`config.mk`:
```
export PLATFORM = sky130hd
export DESIGN_NAME = load_store_unit
export DESIGN_NICKNAME = d
export VERILOG_FILES = /design/src/rtl/load_store_unit.sv
export SDC_FILE = /design/constraint.sdc
export NUM_CORES = 1
export LEC_CHECK = 0
export BUFFER_PORTS_ARGS = -buffer_cell sky130_fd_sc_hd__clkbuf_2
export CORE_ASPECT_RATIO = 1.1
export CORE_MARGIN = 2
export CORE_UTILIZATION = 40
export DETAILED_ROUTE_END_ITERATION = 8
export SLEW_MARGIN = 25
export SYNTH_ARGS = -nofsm -noshare
export SYNTH_HDL_FRONTEND = slang
export SYNTH_SLANG_ARGS = --single-unit
export TNS_END_PERCENT = 50
```
`constraint.sdc`:
```
create_clock -name clk -period 4.4 [get_ports clk]
set_clock_uncertainty 0.2 [all_clocks]
set_input_delay 0.44 -clock clk [delete_from_list [all_inputs] [get_ports clk]]
set_output_delay 0.44 -clock clk [all_outputs]
set_load 0.01 [all_outputs]
```
`src/rtl/load_store_unit.sv`:
```
// RV32I load/store unit: one request at a time through IDLE -> READ/WRITE -> RESP,
// with byte/halfword lane merge for sub-word stores and sign/zero extension for loads.
module load_store_unit #(
  parameter int MEM_WORDS = 1024
) (
  input  logic        clk,
  input  logic        rst_n,
  input  logic        req_valid,
  output logic        req_ready,
  input  logic        req_is_store,
  input  logic [2:0]  req_funct3,
  input  logic [31:0] req_addr,
  input  logic [31:0] req_wdata,
  input  logic [4:0]  req_rd,
  output logic        resp_valid,
  output logic [31:0] resp_rdata,
  output logic [4:0]  resp_rd,
  output logic        resp_err,
  output logic [31:0] mem_addr,
  output logic        mem_write,
  output logic [31:0] mem_wdata,
  input  logic [31:0] mem_rdata
);

  typedef enum logic [1:0] {IDLE, READ, WRITE, RESP} state_t;

  localparam logic [32:0] ADDR_LIMIT = 33'(MEM_WORDS) << 2;

  state_t      state, state_nxt;
  logic        is_store_q;
  logic [2:0]  funct3_q;
  logic [31:0] addr_q;
  logic [31:0] wdata_q;
  logic [31:0] word_q;
  logic        req_err;
  logic        accept;

  function automatic logic [31:0] load_extend(input logic [2:0] f3, input logic [1:0] lane,
                                              input logic [31:0] word);
    logic signed [7:0]  b;
    logic signed [15:0] h;
    b = word[{lane, 3'b000} +: 8];
    h = word[{lane[1], 4'b0000} +: 16];
    case (f3)
      3'b000:  load_extend = {{24{b[7]}}, b};
      3'b001:  load_extend = {{16{h[15]}}, h};
      3'b100:  load_extend = {24'd0, b};
      3'b101:  load_extend = {16'd0, h};
      default: load_extend = word;
    endcase
  endfunction

  function automatic logic [31:0] store_merge(input logic [2:0] f3, input logic [1:0] lane,
                                              input logic [31:0] old, input logic [31:0] wdata);
    store_merge = old;
    case (f3[1:0])
      2'b00:   store_merge[{lane, 3'b000} +: 8] = wdata[7:0];
      2'b01:   store_merge[{lane[1], 4'b0000} +: 16] = wdata[15:0];
      default: store_merge = wdata;
    endcase
  endfunction

  // Request classification, evaluated on the raw inputs at acceptance
  always_comb begin
    logic legal;
    logic misaligned;
    logic out_of_range;
    if (req_is_store)
      legal = (req_funct3 == 3'b000) || (req_funct3 == 3'b001) || (req_funct3 == 3'b010);
    else
      legal = (req_funct3 == 3'b000) || (req_funct3 == 3'b001) || (req_funct3 == 3'b010) ||
              (req_funct3 == 3'b100) || (req_funct3 == 3'b101);
    misaligned   = ((req_funct3[1:0] == 2'b01) && req_addr[0]) ||
                   ((req_funct3[1:0] == 2'b10) && (req_addr[1:0] != 2'b00));
    out_of_range = ({1'b0, req_addr} >= ADDR_LIMIT);
    req_err      = !legal || misaligned || out_of_range;
  end

  assign accept = req_valid && (state == IDLE);

  always_ff @(posedge clk) begin
    if (!rst_n) state <= IDLE;
    else        state <= state_nxt;
  end

  always_comb begin
    state_nxt  = state;
    req_ready  = 1'b0;
    resp_valid = 1'b0;
    mem_write  = 1'b0;
    mem_wdata  = 32'd0;
    mem_addr   = {addr_q[31:2], 2'b00};
    case (state)
      IDLE: begin
        req_ready = 1'b1;
        if (req_valid) begin
          if (req_err)                                   state_nxt = RESP;
          else if (req_is_store && req_funct3 == 3'b010) state_nxt = WRITE;
          else                                           state_nxt = READ;
        end
      end
      READ:  state_nxt = is_store_q ? WRITE : RESP;
      WRITE: begin
        // Gated by rst_n so a reset landing in WRITE never commits a partial store
        mem_write = rst_n;
        mem_wdata = store_merge(funct3_q, addr_q[1:0], word_q, wdata_q);
        state_nxt = RESP;
      end
      RESP: begin
        resp_valid = 1'b1;
        state_nxt  = IDLE;
      end
      default: state_nxt = IDLE;
    endcase
  end

  always_ff @(posedge clk) begin
    if (!rst_n) begin
      is_store_q <= 1'b0;
      funct3_q   <= 3'd0;
      addr_q     <= 32'd0;
      wdata_q    <= 32'd0;
      word_q     <= 32'd0;
      resp_rdata <= 32'd0;
      resp_rd    <= 5'd0;
      resp_err   <= 1'b0;
    end else begin
      if (accept) begin
        is_store_q <= req_is_store;
        funct3_q   <= req_funct3;
        addr_q     <= req_addr;
        wdata_q    <= req_wdata;
        resp_rd    <= req_rd;
        resp_err   <= req_err;
        resp_rdata <= 32'd0;
      end
      // READ captures the old word for the merge, or produces the load result
      if (state == READ) begin
        word_q <= mem_rdata;
        if (!is_store_q)
          resp_rdata <= load_extend(funct3_q, addr_q[1:0], mem_rdata);
      end
    end
  end

endmodule
```
=== After elaboration in Yosys (flattened, before gate mapping) ===
Cells that the tools add are included.

* Add/sub/neg operators: 2
* $mul: 0
* Div/mod/pow operators: 0
* Order comparisons: 1
* Equality and inequality tests: 14
* Shifts and indexed selects: 6
* Mux-type cells: 17
* Bitwise logic cells: 0
* Reductions and logical operators: 17

{| class="wikitable"
|+ Operators by type and width
! cell !! count
|-
| 2-to-1 mux 32 bit || 4
|-
| case mux 32 bit (4 select lines) || 1
|-
| bitwise mux 32 bit || 2
|-
| case mux 32 bit (2 select lines) || 1
|-
| >= comparator 32 x 13 -> 1 bit (second input constant) || 1
|-
| variable shift 16 x 7 -> 32 bit (first input constant) || 1
|-
| variable shift 8 x 7 -> 32 bit (first input constant) || 1
|-
| variable part select 16 x 7 -> 32 bit || 1
|-
| variable part select 32 x 6 -> 16 bit || 1
|-
| variable part select 32 x 6 -> 8 bit || 1
|-
| variable part select 8 x 7 -> 32 bit || 1
|-
| negation 5 -> 7 bit || 2
|-
| == test 3 bit (second input constant) || 4
|-
| case mux 2 bit (4 select lines) || 1
|-
| logical OR 1 bit || 7
|-
| == test 2 x 1 -> 1 bit (second input constant) || 3
|-
| == test 2 bit (second input constant) || 3
|-
| == test 3 x 1 -> 1 bit (second input constant) || 2
|-
| zero test 3 bit || 2
|-
| 2-to-1 mux 2 bit || 3
|-
| 2-to-1 mux 1 bit || 5
|-
| logical AND 1 bit || 4
|-
| zero test 2 bit || 2
|-
| == test 3 x 2 -> 1 bit (second input constant) || 1
|-
| other kinds (3) || 3
|}

* Register bits after elaboration: 140
* Bits in latches: 0
* RAM bits: 0
* Bits in read-only memories: 0
* Input port bits: 108
* Output and inout bits: 105
* Memories kept: 0

=== Depth between registers and ports, before layout ===
* Word-level depth: 12
* Gate-level depth with buffers: 9
* Depth with buffers taken out: 6

=== Least setup slack after synthesis ===
No wires, ideal clock.

* Path kind: flip-flop to output port
* From: reg addr_q[0]
* To: out mem_wdata[24]
* Arrival: 2.066 ns
* Path slack: 1.694 ns
* Stages on the path, launching flop included: 10
* Path through: dfxtp_1 > buf_2 > clkbuf_1 > inv_1 > ha_1 > nor4bb_1 > clkbuf_1 > a221o_1 > a22oi_1 > nor2b_1

* Longest elaborated chain between the ends: 5

{| class="wikitable"
|+ RTL lines
! what !! line !! RTL
|-
| from (decl) || 32 || <nowiki>logic [31:0] addr_q;</nowiki>
|-
| from (signal assigned) || 131 || <nowiki>addr_q <= req_addr;</nowiki>
|-
| negation 5 -> 7 bit * || 57 || <nowiki>2'b00: store_merge[{lane, 3'b000} +: 8] = wdata[7:0];</nowiki>
|-
| variable part select 8 x 7 -> 32 bit or variable shift 8 x 7 -> 32 bit (tied branches) || 57 ||
|-
| bitwise mux 32 bit * || 57 ||
|-
| case mux 32 bit (2 select lines) * || 56 || <nowiki>case (f3[1:0])</nowiki>
|-
| 2-to-1 mux 32 bit * || 93 || <nowiki>case (state)</nowiki>
|-
| to (decl) || 21 || <nowiki>output logic [31:0] mem_wdata,</nowiki>
|}

Mark *: on every way between the ends. The rest lies on a longest branch, timed or not.

=== Worst setup path in the final report ===
* From: reg funct3_q[1]
* To: out mem_wdata[15]

* Longest elaborated chain between the ends: 3

{| class="wikitable"
|+ RTL lines
! what !! line !! RTL
|-
| from (decl) || 31 || <nowiki>logic [2:0] funct3_q;</nowiki>
|-
| from (signal assigned) || 130 || <nowiki>funct3_q <= req_funct3;</nowiki>
|-
| == test 2 x 1 -> 1 bit or zero test 2 bit (tied branches) || 56 ||
|-
| case mux 32 bit (2 select lines) * || 56 ||
|-
| 2-to-1 mux 32 bit * || 93 ||
|}

Marks and branches as above.

==> reports/results.ini <==
[status]
status = complete, no violations

[die]
die-area_um2 = 18600
num_rows = 50
core_area_um2 = 17100
fp.dieW_um = 130
io_pins = 213
die_y_um = 143
start_util_pct = 41.1

[critical_path]
cp_cell_sequence = buf_4 > or2_1 > a222oi_1 > nor2b_1 > clkbuf_2
worst-endpoint-arrival_ns = 2.74
cp-start-kind = flip-flop
cp-end-kind = output port
r2r_slack_ns = 1.66
path_class = flip-flop to output port
cp.required_ns = 3.76
slowest_delay_ns = 0.64
crit_slowest_cell = dfxtp_2
cp_max_fo = 39

[pwr]
max-vdd-ir-drop_mv = 0.312
p_leak_nw = 3.48
power_density_nw_per_um2 = 623

[drt]
viasPerCell = 5.37
vias = 6696
wl_per_cell_um = 18.1
drcViolationCount = 0
drt_wl_total_mm = 22.5
drt-initial-drc-count = 646
ant_nets = 0
firstDrtPassIters = 5

[finish]
n_antenna_cell = 0
final_nets = 1118
layout_commonest_cell = clkbuf_2
multiInputGateArea_um2 = 3650
postLayoutCellArea_um2 = 8510
drive_gt1_share_pct = 26.9
fillers = 1768
regArea_um2 = 2800
final_cell_mix = clkbuf_2 (210), nand2_1 (187), dfxtp_1 (139), a21oi_1 (122), nor2_1 (47)
syn2layout_area_growth_pct = 21.4

[placed_design]
dpl_worst_slack_ns = 1.53
gp_congestion = 0.843
portBuffers = 210
dpl-instance-area_um2 = 7910
dp_hpwl_mm = 15.9

[cts]
cts_made_buffers = 17
cts_root_buf = clkbuf_16
cts_setup_buffers = 0
cts_tree = yes
clock_path_buffers = 2
insertion_delay_ns = 0.42
cts_sinks = 140
ctsResizeCount = 0
ctsHoldBuffers = 0
htree_levels = 4
path_clk_slew_ns = 0.06

[sta]
fin_hold_ws_ns = 0.0330
min_period_ns = 3.38
worstMarginPinSlew_ns = 0.982
max_freq_mhz = 296
slew_viol_final = 0
slew_headroom_pct = 34.6
hold_viol_final = 0
rsz0062_at_grt = no
post-route-period-util_pct = 76.7
fin_ws_ns = 1.02
finalSetupViolations = 0
fin_tns_setup_ns = 0

[grt]
grt_pass1_wl_mm = 34.3
grt_use_total_pct = 24.0
grt_start_max_net_pins = 106
grt_pass1_vias = 6234
grt_remaining_overflow = 0
antenna_found_initial = 0

[synthesis]
yosys_warnings = 0
synthesis.area_um2 = 7010
synth_edf_count = 0
asyncSetResetFlopFracSynth_pct = 0
syn_inst = 867
synth_seq_area_share_pct = 40.0
post_synth_num_cell_types = 54
synth_flop_cell = dfxtp_1
synth.avg_cell_area_um2 = 8.09
ys_ff_latch = 140

[flow_run]
drv_cap = 0

[min_path]
hold_class = input port to flip-flop

critical path: cells and delay by family, from the launching register on:
family / cells / cell delay, ns
and+or+nand+nor: 2 / 0.83
buffers and inverters: 2 / 0.65
DFF: 1 / 0.64
AOI/OAI and AO/OA: 1 / 0.19
cell usage after synthesis (all sizes together), types with 3 or more instances:
library cell  instances  area share [%]
a211o                 3            0.37
a211oi               21             3.0
a21boi                8            0.86
a21oi               122             8.7
a221o                 8             1.1
a221oi                8             1.0
a222oi                8             1.1
a22o                  9             1.1
a22oi                10             1.1
a311oi                4            0.50
and3                  4            0.36
and3b                 4            0.50
buf                  61             5.5
clkbuf               45             2.4
dfxtp               140              40
ha                    9             1.6
inv                   8            0.43
mux2i                45             6.4
nand2               188              10
nand3                14             1.0
nand4                 4            0.36
nor2                 47             2.5
nor2b                21             1.9
nor3                  4            0.36
nor4                  5            0.45
nor4bb                6            0.86
o21ai                24             1.7
o22a                  4            0.50
o31a                  7            0.87
o31ai                 3            0.32
or3                   3            0.27
per-stage QoR:
stage                     std cells  util [%]  total power [mW]
final                          1247      49.8              5.30
after global routing           1247      49.8              5.63
after CTS                      1247      49.8              5.33
after detailed placement       1216      46.3              3.85
after global placement         1216      46.2              3.83
after floorplan                 868         -              3.28
routing by layer:
layer / share of wire (%) / global-route usage (%) / vias to the layer above / wire, um
li1: - / - / 3288 / -
met1: 45 / 33.2 / 3107 / 10000
met2: 46 / 37.5 / 276 / 10400
met3: 7.5 / 5.25 / 25 / 1680
met4: 1.7 / 7.24 / 0 / 380
met5: 0 / 0 / - / 0
state kept, by name, summed over array words and instances (netlist names):
| name | cells |
|---|---|
| addr_q | 32 |
| funct3_q | 3 |
| resp_err | 1 |
| wdata_q | 32 |
| resp_rd | 5 |
| resp_rdata | 32 |
| is_store_q | 1 |
| word_q | 32 |
| state | 2 |
final timing paths:
path | start | to | cells past startpoint
max | funct3_q[1] | mem_wdata[15] | 5
min | req_addr[8] | addr_q[8] | 3
max reg2reg | state[0] | resp_rdata[9] | 7
min reg2reg | resp_rd[2] | resp_rd[2] | 2
power breakdown:
group | internal [mW] | switching (mW)
logic | 0.773 | 1.22
registers | 1.59 | 0.240
clock network | 0.907 | 0.569
layout make-up:
type / instances / area share, %
Inverter: 9 / 0.426
Clock buffer: 18 / 5.16
Timing Repair Buffer: 220 / 13.2
Sequential cell: 140 / 32.9
Multi-Input combinational cell: 613 / 42.9
Tap cell: 234 / 3.44
Clock inverter: 13 / 1.93
cell families (layout without fill, tap and decap cells):
kind of cell / after synthesis / count (layout) / synth area share, %
other: 1 / 2 / 0.0535
muxes: 48 / 48 / 7.17
buffers and inverters: 115 / 260 / 8.42
DFF: 140 / 140 / 40.0
AOI/OAI and AO/OA: 246 / 246 / 23.4
adders and majority gates: 9 / 9 / 1.61
and+or+nand+nor: 308 / 308 / 19.4
No activity file was read; power rests on OpenSTA's default activity.
